**src/rtl/bt_pkg.sv**
```systemverilog
// Shared constants, FSM encoding and frame-byte helpers for the Bluetooth
// game-state transmitter.
package bt_pkg;

    localparam logic [7:0] BT_HDR       = 8'hA5;
    localparam int         BT_FRAME_LEN = 6;

    typedef enum logic [1:0] {
        ST_IDLE  = 2'd0,
        ST_START = 2'd1,
        ST_DATA  = 2'd2,
        ST_STOP  = 2'd3
    } tx_state_e;

    function automatic logic [7:0] bt_checksum(input logic [9:0] px, input logic [9:0] px2);
        return {6'b0, px[9:8]} ^ px[7:0] ^ {6'b0, px2[9:8]} ^ px2[7:0];
    endfunction

    function automatic logic [7:0] bt_frame_byte(input logic [2:0] idx,
                                                 input logic [9:0] px,
                                                 input logic [9:0] px2,
                                                 input logic [7:0] chk);
        logic [7:0] b;
        case (idx)
            3'd0:    b = BT_HDR;
            3'd1:    b = {6'b0, px[9:8]};
            3'd2:    b = px[7:0];
            3'd3:    b = {6'b0, px2[9:8]};
            3'd4:    b = px2[7:0];
            3'd5:    b = chk;
            default: b = BT_HDR;
        endcase
        return b;
    endfunction

endpackage

```
**src/rtl/uart_tx_byte.sv**
```systemverilog
// 8N1 byte serializer. A byte offered with valid in the cycle ready is high
// starts on the very next cycle, so consecutive bytes have no gap.
module uart_tx_byte
    import bt_pkg::*;
#(
    parameter int CLKS_PER_BIT = 10
) (
    input  logic       clk,
    input  logic       rst_n,
    input  logic [7:0] data,
    input  logic       valid,
    output logic       ready,
    output logic       tx
);

    localparam int             TW     = (CLKS_PER_BIT > 2) ? $clog2(CLKS_PER_BIT) : 1;
    localparam logic [TW-1:0]  T_LAST = TW'(CLKS_PER_BIT - 1);
    localparam logic [TW-1:0]  T_ONE  = TW'(1);

    tx_state_e      state_r, state_s;
    logic [TW-1:0]  timer_r, timer_s;
    logic [2:0]     bit_idx_r, bit_idx_s;
    logic [7:0]     shreg_r, shreg_s;
    logic           tx_r, tx_s;
    logic           ready_r, ready_s;
    logic           bit_end_s;

    // Next-state and next-output logic for the serializer FSM.
    always_comb begin
        state_s   = state_r;
        timer_s   = timer_r;
        bit_idx_s = bit_idx_r;
        shreg_s   = shreg_r;
        tx_s      = tx_r;
        bit_end_s = (timer_r == T_LAST);
        case (state_r)
            ST_IDLE: begin
                timer_s = '0;
                if (valid) begin
                    state_s = ST_START;
                    shreg_s = data;
                    tx_s    = 1'b0;
                end else begin
                    tx_s    = 1'b1;
                end
            end
            ST_START: begin
                if (bit_end_s) begin
                    state_s   = ST_DATA;
                    timer_s   = '0;
                    bit_idx_s = 3'd0;
                    tx_s      = shreg_r[0];
                end else begin
                    timer_s   = timer_r + T_ONE;
                end
            end
            ST_DATA: begin
                if (bit_end_s) begin
                    timer_s = '0;
                    if (bit_idx_r == 3'd7) begin
                        state_s = ST_STOP;
                        tx_s    = 1'b1;
                    end else begin
                        bit_idx_s = bit_idx_r + 3'd1;
                        shreg_s   = {1'b0, shreg_r[7:1]};
                        tx_s      = shreg_r[1];
                    end
                end else begin
                    timer_s = timer_r + T_ONE;
                end
            end
            ST_STOP: begin
                if (bit_end_s) begin
                    timer_s = '0;
                    if (valid) begin
                        state_s = ST_START;
                        shreg_s = data;
                        tx_s    = 1'b0;
                    end else begin
                        state_s = ST_IDLE;
                        tx_s    = 1'b1;
                    end
                end else begin
                    timer_s = timer_r + T_ONE;
                end
            end
            default: begin
                state_s = ST_IDLE;
                timer_s = '0;
                tx_s    = 1'b1;
            end
        endcase
        // ready is registered one cycle early so it lands exactly on the last stop-bit cycle
        ready_s = (state_s == ST_STOP) && (timer_s == T_LAST);
    end

    // Serializer state register with synchronous active-low reset.
    always_ff @(posedge clk) begin
        if (!rst_n) begin
            state_r   <= ST_IDLE;
            timer_r   <= '0;
            bit_idx_r <= 3'd0;
            shreg_r   <= 8'd0;
            tx_r      <= 1'b1;
            ready_r   <= 1'b0;
        end else begin
            state_r   <= state_s;
            timer_r   <= timer_s;
            bit_idx_r <= bit_idx_s;
            shreg_r   <= shreg_s;
            tx_r      <= tx_s;
            ready_r   <= ready_s;
        end
    end

    assign ready = ready_r;
    assign tx    = tx_r;

endmodule

```
**src/rtl/bt_state_tx.sv**
```systemverilog
// Streams {header, x, x2, checksum} frames over UART to the Bluetooth module;
// snapshots positions on accept and sequences the six bytes back to back.
module bt_state_tx
    import bt_pkg::*;
#(
    parameter int CLK_HZ = 50_000_000,
    parameter int BAUD   = 9600
) (
    input  logic       clk,
    input  logic       rst_n,
    input  logic       send_req,
    input  logic [9:0] x,
    input  logic [9:0] x2,
    output logic       tx,
    output logic       busy,
    output logic       frame_done,
    output logic       overrun
);

    localparam int         CLKS_PER_BIT = CLK_HZ / BAUD;
    localparam logic [2:0] LAST_BYTE    = 3'(BT_FRAME_LEN - 1);

    if (CLKS_PER_BIT < 2) begin : g_cfg_err
        $error("bt_state_tx: CLK_HZ/BAUD must be at least 2");
    end

    logic       busy_r;
    logic       frame_done_r;
    logic       overrun_r;
    logic [2:0] byte_idx_r;
    logic [9:0] x_r;
    logic [9:0] x2_r;
    logic [7:0] chk_r;
    logic       accept_s;
    logic       valid_s;
    logic [7:0] data_s;
    logic       ready_s;

    assign accept_s = send_req && !busy_r;

    // Byte offered to the serializer: header on accept, then the snapshot bytes.
    always_comb begin
        valid_s = 1'b0;
        data_s  = 8'd0;
        if (!busy_r) begin
            valid_s = accept_s;
            data_s  = BT_HDR;
        end else begin
            valid_s = ready_s && (byte_idx_r < LAST_BYTE);
            data_s  = bt_frame_byte(byte_idx_r + 3'd1, x_r, x2_r, chk_r);
        end
    end

    // Frame sequencing, snapshot and status flags.
    always_ff @(posedge clk) begin
        if (!rst_n) begin
            busy_r       <= 1'b0;
            frame_done_r <= 1'b0;
            overrun_r    <= 1'b0;
            byte_idx_r   <= 3'd0;
            x_r          <= 10'd0;
            x2_r         <= 10'd0;
            chk_r        <= 8'd0;
        end else begin
            frame_done_r <= 1'b0;
            if (accept_s) begin
                busy_r     <= 1'b1;
                byte_idx_r <= 3'd0;
                x_r        <= x;
                x2_r       <= x2;
                chk_r      <= bt_checksum(x, x2);
            end else if (busy_r && ready_s) begin
                if (byte_idx_r == LAST_BYTE) begin
                    busy_r       <= 1'b0;
                    frame_done_r <= 1'b1;
                    byte_idx_r   <= 3'd0;
                end else begin
                    byte_idx_r   <= byte_idx_r + 3'd1;
                end
            end
            if (send_req && busy_r) begin
                overrun_r <= 1'b1;
            end
        end
    end

    uart_tx_byte #(
        .CLKS_PER_BIT (CLKS_PER_BIT)
    ) u_byte (
        .clk   (clk),
        .rst_n (rst_n),
        .data  (data_s),
        .valid (valid_s),
        .ready (ready_s),
        .tx    (tx)
    );

    assign busy       = busy_r;
    assign frame_done = frame_done_r;
    assign overrun    = overrun_r;

endmodule

```
**config.mk**
```make
export PLATFORM = sky130hd
export DESIGN_NAME = bt_state_tx
export DESIGN_NICKNAME = d
export VERILOG_FILES = /design/src/rtl/bt_pkg.sv /design/src/rtl/uart_tx_byte.sv /design/src/rtl/bt_state_tx.sv
export SDC_FILE = /design/constraint.sdc
export NUM_CORES = 1
export LEC_CHECK = 0
export ABC_AREA = 1
export CAP_MARGIN = 40
export CORE_UTILIZATION = 45
export DETAILED_ROUTE_END_ITERATION = 10
export PLACE_DENSITY = 0.76
export SLEW_MARGIN = 10
export SYNTH_ARGS = -nofsm -noshare
export SYNTH_HDL_FRONTEND = slang
export SYNTH_SLANG_ARGS = --single-unit
export TNS_END_PERCENT = 100
```
**constraint.sdc**
```tcl
create_clock -name clk -period 1.45 [get_ports clk]
set_input_delay 0.29 -clock clk [delete_from_list [all_inputs] [get_ports clk]]
set_output_delay 0.29 -clock clk [all_outputs]
set_load 0.01 [all_outputs]
```
Word-level counts from Yosys, hierarchy flattened
Index checks and enable logic that the tools add are counted.
W data, S select, Z words.
{"block": "word_totals", "register_bits": 62, "latchBits": 0, "ram_bits": 0, "mem_bits_ro": 0, "input_bits": 23, "n_memories": 0}
{"block": "classes", "addsub": 3, "n_mul": 0, "div": 0, "n_lt_le_gt_ge": 1, "eq_ne": 17, "shift": 0, "muxes": 32, "bitwise": 5, "n_reduce_logical": 18}
{"operator": "$mux W8", "n": 5}
{"operator": "$pmux W8 S5", "n": 1}
{"operator": "$eq A13 B13 Y1 const B", "n": 2}
{"operator": "$pmux W13 S2", "n": 1}
{"operator": "$pmux W8 S3", "n": 1}
{"operator": "$add A13 B1 Y13 const B", "n": 1}
{"operator": "$mux W13", "n": 1}
{"operator": "$eq A3 B3 Y1 const B", "n": 4}
{"operator": "$mux W3", "n": 4}
{"operator": "$mux W1", "n": 11}
{"operator": "$mux W2", "n": 5}
{"operator": "$pmux W2 S4", "n": 1}
{"operator": "$reduce_and A4 Y1", "n": 2}
{"operator": "$xor A2 B8 Y8", "n": 1}
{"operator": "$xor A8 B2 Y8", "n": 1}
{"operator": "$xor A8 B8 Y8", "n": 1}
{"operator": "$add A3 B1 Y3 const B", "n": 2}
{"operator": "$eq A2 B2 Y1 const B", "n": 3}
{"operator": "$eq A3 B2 Y1 const B", "n": 2}
{"operator": "$ne A2 B1 Y1 const B", "n": 3}
{"operator": "$pmux W3 S2", "n": 1}
{"operator": "$reduce_bool A2 Y1", "n": 3}
{"operator": "$reduce_or A3 Y1", "n": 2}
{"operator": "$logic_and A1 B1 Y1", "n": 5}
{"operator": "12 further kinds", "n": 13}

Longest topological paths before layout
{"block": "logic_depth", "word_depth": 8, "depth_mapped": 14}

Hierarchy
A second synthesis with hierarchy kept.
{"block": "hier_totals", "cells_unflattened": 494, "hier_area_um2": 3362.0}
{"module": "uart_tx_byte", "instances": 1, "cells_each": 251, "area_per_inst_um2": 1712.9}
{"module": "bt_state_tx", "instances": 1, "cells_each": 243, "area_per_inst_um2": 1649.1}

Least setup slack after synthesis
OpenSTA, ideal clock, no wires.
{"block": "synth_timing", "kind": "register to register", "from": "reg u_byte.state_r[0]", "to": "reg u_byte.ready_r (netlist: u_byte.ready)", "t_arrival_ns": 1.432, "required_time_ns": 1.338, "slack_ns": -0.094, "stages_incl_launch_ff": 9, "path_buffers": 1, "period_less_slack_ns": 1.544, "path_cell_list": "dfxtp_1 > inv_1 > ha_1 > buf_2 > or2_2 > nor2_1 > a21oi_1 > nand3_1 > nor2_1"}
{"block": "synth_between", "elab_chain_cells": 5, "elab_cells_between_ends": 15, "classes_between": "eq/ne (5); mux (7); reduce/logical (3)"}
{"item": "start: declaration", "line_no": "uart_tx_byte.sv:20", "rtl": "tx_state_e state_r, state_s;"}
{"item": "start signal: assignment", "line_no": "uart_tx_byte.sv:107", "rtl": "state_r <= state_s;"}
{"item": "$eq A2 B1 Y1 (tied with other cells)", "line_no": "uart_tx_byte.sv:36", "rtl": "case (state_r)"}
{"item": "$reduce_or A3 Y1 (no line) / $mux W2 (equally long branches)"}
{"item": "$pmux W13 S2 / $pmux W2 S4 (equally long branches)", "line_no": "uart_tx_byte.sv:36"}
{"item": "$eq A13 B13 Y1 / $eq A2 B2 Y1 (equally long branches)", "line_no": "uart_tx_byte.sv:94", "rtl": "ready_s = (state_s == ST_STOP) && (timer_s == T_LAST);"}
{"item": "$logic_and A1 B1 Y1 *", "line_no": "uart_tx_byte.sv:94"}
{"item": "end signal: assignment", "line_no": "uart_tx_byte.sv:112", "rtl": "ready_r <= ready_s;"}
{"item": "end: declaration", "line_no": "uart_tx_byte.sv:25", "rtl": "logic ready_r, ready_s;"}
Mark *: on every way between the ends. The rest lies on a longest branch, timed or not.
A chain may end at the register's enable or synchronous reset.

Worst setup path after layout
{"block": "layout_timing", "from": "reg u_byte.timer_r[3]", "to": "reg u_byte.shreg_r[6]"}
{"block": "layout_between", "elab_chain_cells": 3, "elab_cells_between_ends": 4, "classes_between": "eq/ne (3); reduce/logical (1)"}
{"item": "start: declaration", "line_no": "uart_tx_byte.sv:21", "rtl": "logic [TW-1:0] timer_r, timer_s;"}
{"item": "start signal: assignment", "line_no": "uart_tx_byte.sv:108", "rtl": "timer_r <= timer_s;"}
{"item": "$eq A13 B13 Y1 *", "line_no": "uart_tx_byte.sv:35", "rtl": "bit_end_s = (timer_r == T_LAST);"}
{"item": "$ne A2 B1 Y1 (no line)"}
{"item": "$reduce_and A4 Y1 (no line) *"}
{"item": "end signal: assignment", "line_no": "uart_tx_byte.sv:110", "rtl": "shreg_r <= shreg_s;"}
{"item": "end: declaration", "line_no": "uart_tx_byte.sv:23", "rtl": "logic [7:0] shreg_r, shreg_s;"}
Marked as above.

==> run summary <==
=====================================================================================
Post-synth top area cell                                                      dfxtp_1
Clock Latency Late Sink                                                        350 ps
Run status                                                               complete, but fails checks
Die X-Extent                                                                  87.5 um
GR Util All Layers                                                              25.5%
NumNets Final                                                                     606
Global-route congestion overflow total                                              0
DRT Pass-1 Iters                                                                    4
Power density relative to cell area                                      1120 mW/mm^2
Number of vias in the routed layout                                              3419
# fillers                                                                         527
Mapped Nets                                                                       508
Final setup violation count                                                        19
List of cells traversed by the critical path                             inv_1, nand2_2, nor2_4, nand3_4, nand2_2, nand3_4, nor2_8, nand2_2, a21oi_2, nor2_1
Worst slew pin tran                                                            328 ps
Top-level I/O count                                                                27
Post-Synthesis Mean Instance Area                                          6.97 sq um
Most common library cells after synthesis                                nand2_1 (123), dfxtp_1 (62), nor2_1 (57), inv_1 (45)
Final cycle utilization of the critical path                                     112%
Starting utilization of the core area                                           47.4%
Vias per cell                                                                    5.10
Number of synthesized flops with an enable pin                                      0
CTS tree                                                                          yes
Floorplan die height                                                          87.5 um
Combined area of the multi-input logic cells                             0.00206 sq mm
Share of the synthesized area in the top cell type                              37.7%
Total clock buffers created by CTS                                                  9
Synth cell types                                                                   35
Number of antenna violations at the first check in global routing                   0
Worst EP arrival                                                              1870 ps
Flip-flop and latch count after synthesis                                          62
Average wire per cell in the routed design                                    13.5 um
Most frequent cell after synthesis                                            nand2_1
Final WS setup                                                                -177 ps
Instance count after placement with tap cells included                            646
Number of maximum-capacitance violations                                            0
Die area                                                                 0.00766 sq mm
Setup repair after global routing missed its margin                              true
Cell Rows                                                                          30
Setup crit start kind                                                        register
Final antenna-violating net count                                                   0
Worst flop-to-flop path endpoint                                         u_byte.shreg_r[6]
Hold buffer count at cts                                                            0
Stage delay of the slowest cell on the critical path                           350 ps
Buffers & Inverters on Critical Path                                                1
Part of the Yosys area used for sequential elements                             37.7%
Number of inserted diodes                                                           0
Most area-consuming cells after synthesis                                dfxtp_1 (38%), nand2_1 (14%), nor2_1 (6.5%)
Gate count of the mapped netlist                                                  472
Hold wc startpoint                                                             x_r[2]
Synthesis-to-layout area growth                                                 43.1%
Drc violations                                                                      0
Most common cell on crit path                                                 nand2_2
Total routed wirelength                                                       9.06 mm
Family of cells with the greatest summed delay on the critical path      simple AND/OR/NAND/NOR gates
Hold Crit Endpoint                                                             x_r[2]
Crit-path slowest cell                                                        dfxtp_1
Number of buffer cells added on primary ports                                      26
Type of the most critical hold path                                      register to register
Clock skew                                                                    8.72 ps
Worst Reg-to-Reg Cells                                                             10
Largest net degree at the start of global routing                                  17
Peak clock frequency supported by timing                                      615 MHz
Share of layout cells above drive strength 1                                    32.9%
Violations in the final reports                                          setup timing
Final Hold Fails                                                                    0
Final non-filler cell total                                                       671
Top fanout value on the critical path                                               7
Number of global-route vias before repair                                        3361
CP Capture Type                                                              register
Post-detail-place hpwl                                                        6.01 mm
Worst hold stages                                                                   2
Async SR Flop Fraction                                                             0%
Worst path required time                                                      1700 ps
Peak supply drop                                                           0.000647 V
Post-synthesis instance area                                             0.00329 sq mm
Max transition margin                                                           77.9%
TritonCTS sink count                                                               62
Core ar.                                                                 0.00694 sq mm
Root Buffer                                                                  clkbuf_8
Register-to-Register Setup Slack                                              -180 ps
First-pass GRT wire length                                                    14.8 mm
Setup slack at placement                                                      -301 ps
Reg-to-Reg Start                                                         u_byte.timer_r[3]
Weighted congestion at the end of routability-driven global placement           0.907
Worst Setup Path Type                                                    register to register
Sequential cell area in the final layout                                 0.00126 sq mm
Most used DFF post-synth                                                      dfxtp_1
Total leakage power                                                           1.97 nW
Min cycle time layout                                                         1630 ps
Buffer depth of the longest clock path                                              2
Clock-pin slew of the registers on the worst-case setup and hold paths          80 ps
1st-iter DRT viols                                                                205
Max-slew violation count                                                            0
Count of H-tree levels built during CTS                                             3
Warnings, synthesis                                                                 0
Critical path launch point                                               u_byte.timer_r[3]
Total Negative Setup Slacks                                                  -1550 ps
=====================================================================================
sequential cells by signal, indices dropped and copies added (netlist names), 2 cells and up:
signal,count
u_byte.timer_r,13
x2_r,10
x_r,10
chk_r,8
u_byte.shreg_r,8
byte_idx_r,3
u_byte.bit_idx_r,3
u_byte.state_r,2
power by group:
group	switching (mW)	leakage [nW]	total, mW	internal (mW)
Combinational	0.933	1.35	1.70	0.763
Sequential	0.132	0.513	2.03	1.89
Clock	0.754	0.0996	1.55	0.798
Total	1.82	1.97	5.27	3.46
cell families (layout without fill, tap and decap cells):
logic type | count (synthesis) | count (layout) | synth area share [%]
and+or+nand+nor | 245 | 246 | 33.0
AOI/OAI and AO/OA | 79 | 79 | 13.6
buffers and inverters | 65 | 167 | 8.63
DFF | 62 | 62 | 37.7
adders and majority gates | 13 | 13 | 4.94
xor gates and xnor gates | 8 | 8 | 2.13
per-stage QoR:
stage                     hold slack (ps)  cell area (sq um)  util [%]  power, mW
final                                 465               4710      67.8       5.27
after global routing                  481               4710      67.8       5.54
after CTS                             466               4560      65.7       5.15
after detailed placement              446               4140      59.6       3.43
after global placement                440               4140      59.6       3.37
after floorplan                       424               3320         -       2.94
cell usage in the layout, fill, tap and decap left out, types with 5 or more instances in the layout:
cell	instances
nand2_1	106
buf_4	64
dfxtp_1	53
nor2_1	48
inv_1	37
nand3_1	29
o21ai_0	23
clkdlybuf4s50_1	22
nand2_2	17
a21oi_1	12
o21ai_1	12
inv_2	10
a21oi_2	9
clkbuf_8	9
nor2_4	8
nor2_2	8
a31oi_1	7
nand4_1	6
o21ai_2	6
xnor2_1	6
dfxtp_2	6
buf_6	6
nand2_4	5
ha_4	5
how the worst max path moves through the flow:
stage | endpoint | slack, ps | depth (start not counted)
finish | u_byte.shreg_r[6] | -180 | 10
global route | u_byte.ready | -280 | 10
CTS | u_byte.shreg_r[6] | -120 | 10
detailed placement | u_byte.shreg_r[6] | -300 | 10
global placement | u_byte.shreg_r[6] | -240 | 10
floorplan | u_byte.ready | 3 | 8
what timing repair did:
item | 4_1_cts | 5_1_grt
gates cloned | 1 | 0
gates resized for setup | 62 | 41
pin swaps | 18 | 15
setup endpoints to repair | 25 | 29
setup buffers | 4 | 4
layer usage:
layer	part of all wire, %	track usage, %	routed length (um)	vias up
met2	51	44.2	4580	77
met1	42	29.4	3780	1578
met5	0	0	0	-
li1	-	-	-	1732
met3	3.9	4.93	349	32
met4	3.9	14.0	349	0
tightest hold or removal path: stages (launching register included):
cell,delay (ps)
dfxtp_1,330
nand2_1,50
o21ai_0,50
layout make-up:
cell class,instances,area share [%]
clock inverters,7,1.57
multi-input cells,346,43.8
flip-flops and latches,62,26.8
well taps,96,2.55
inverters,52,4.36
clock buffers,9,2.63
repair buffers,99,18.3
(Power assumes the default switching activity.)
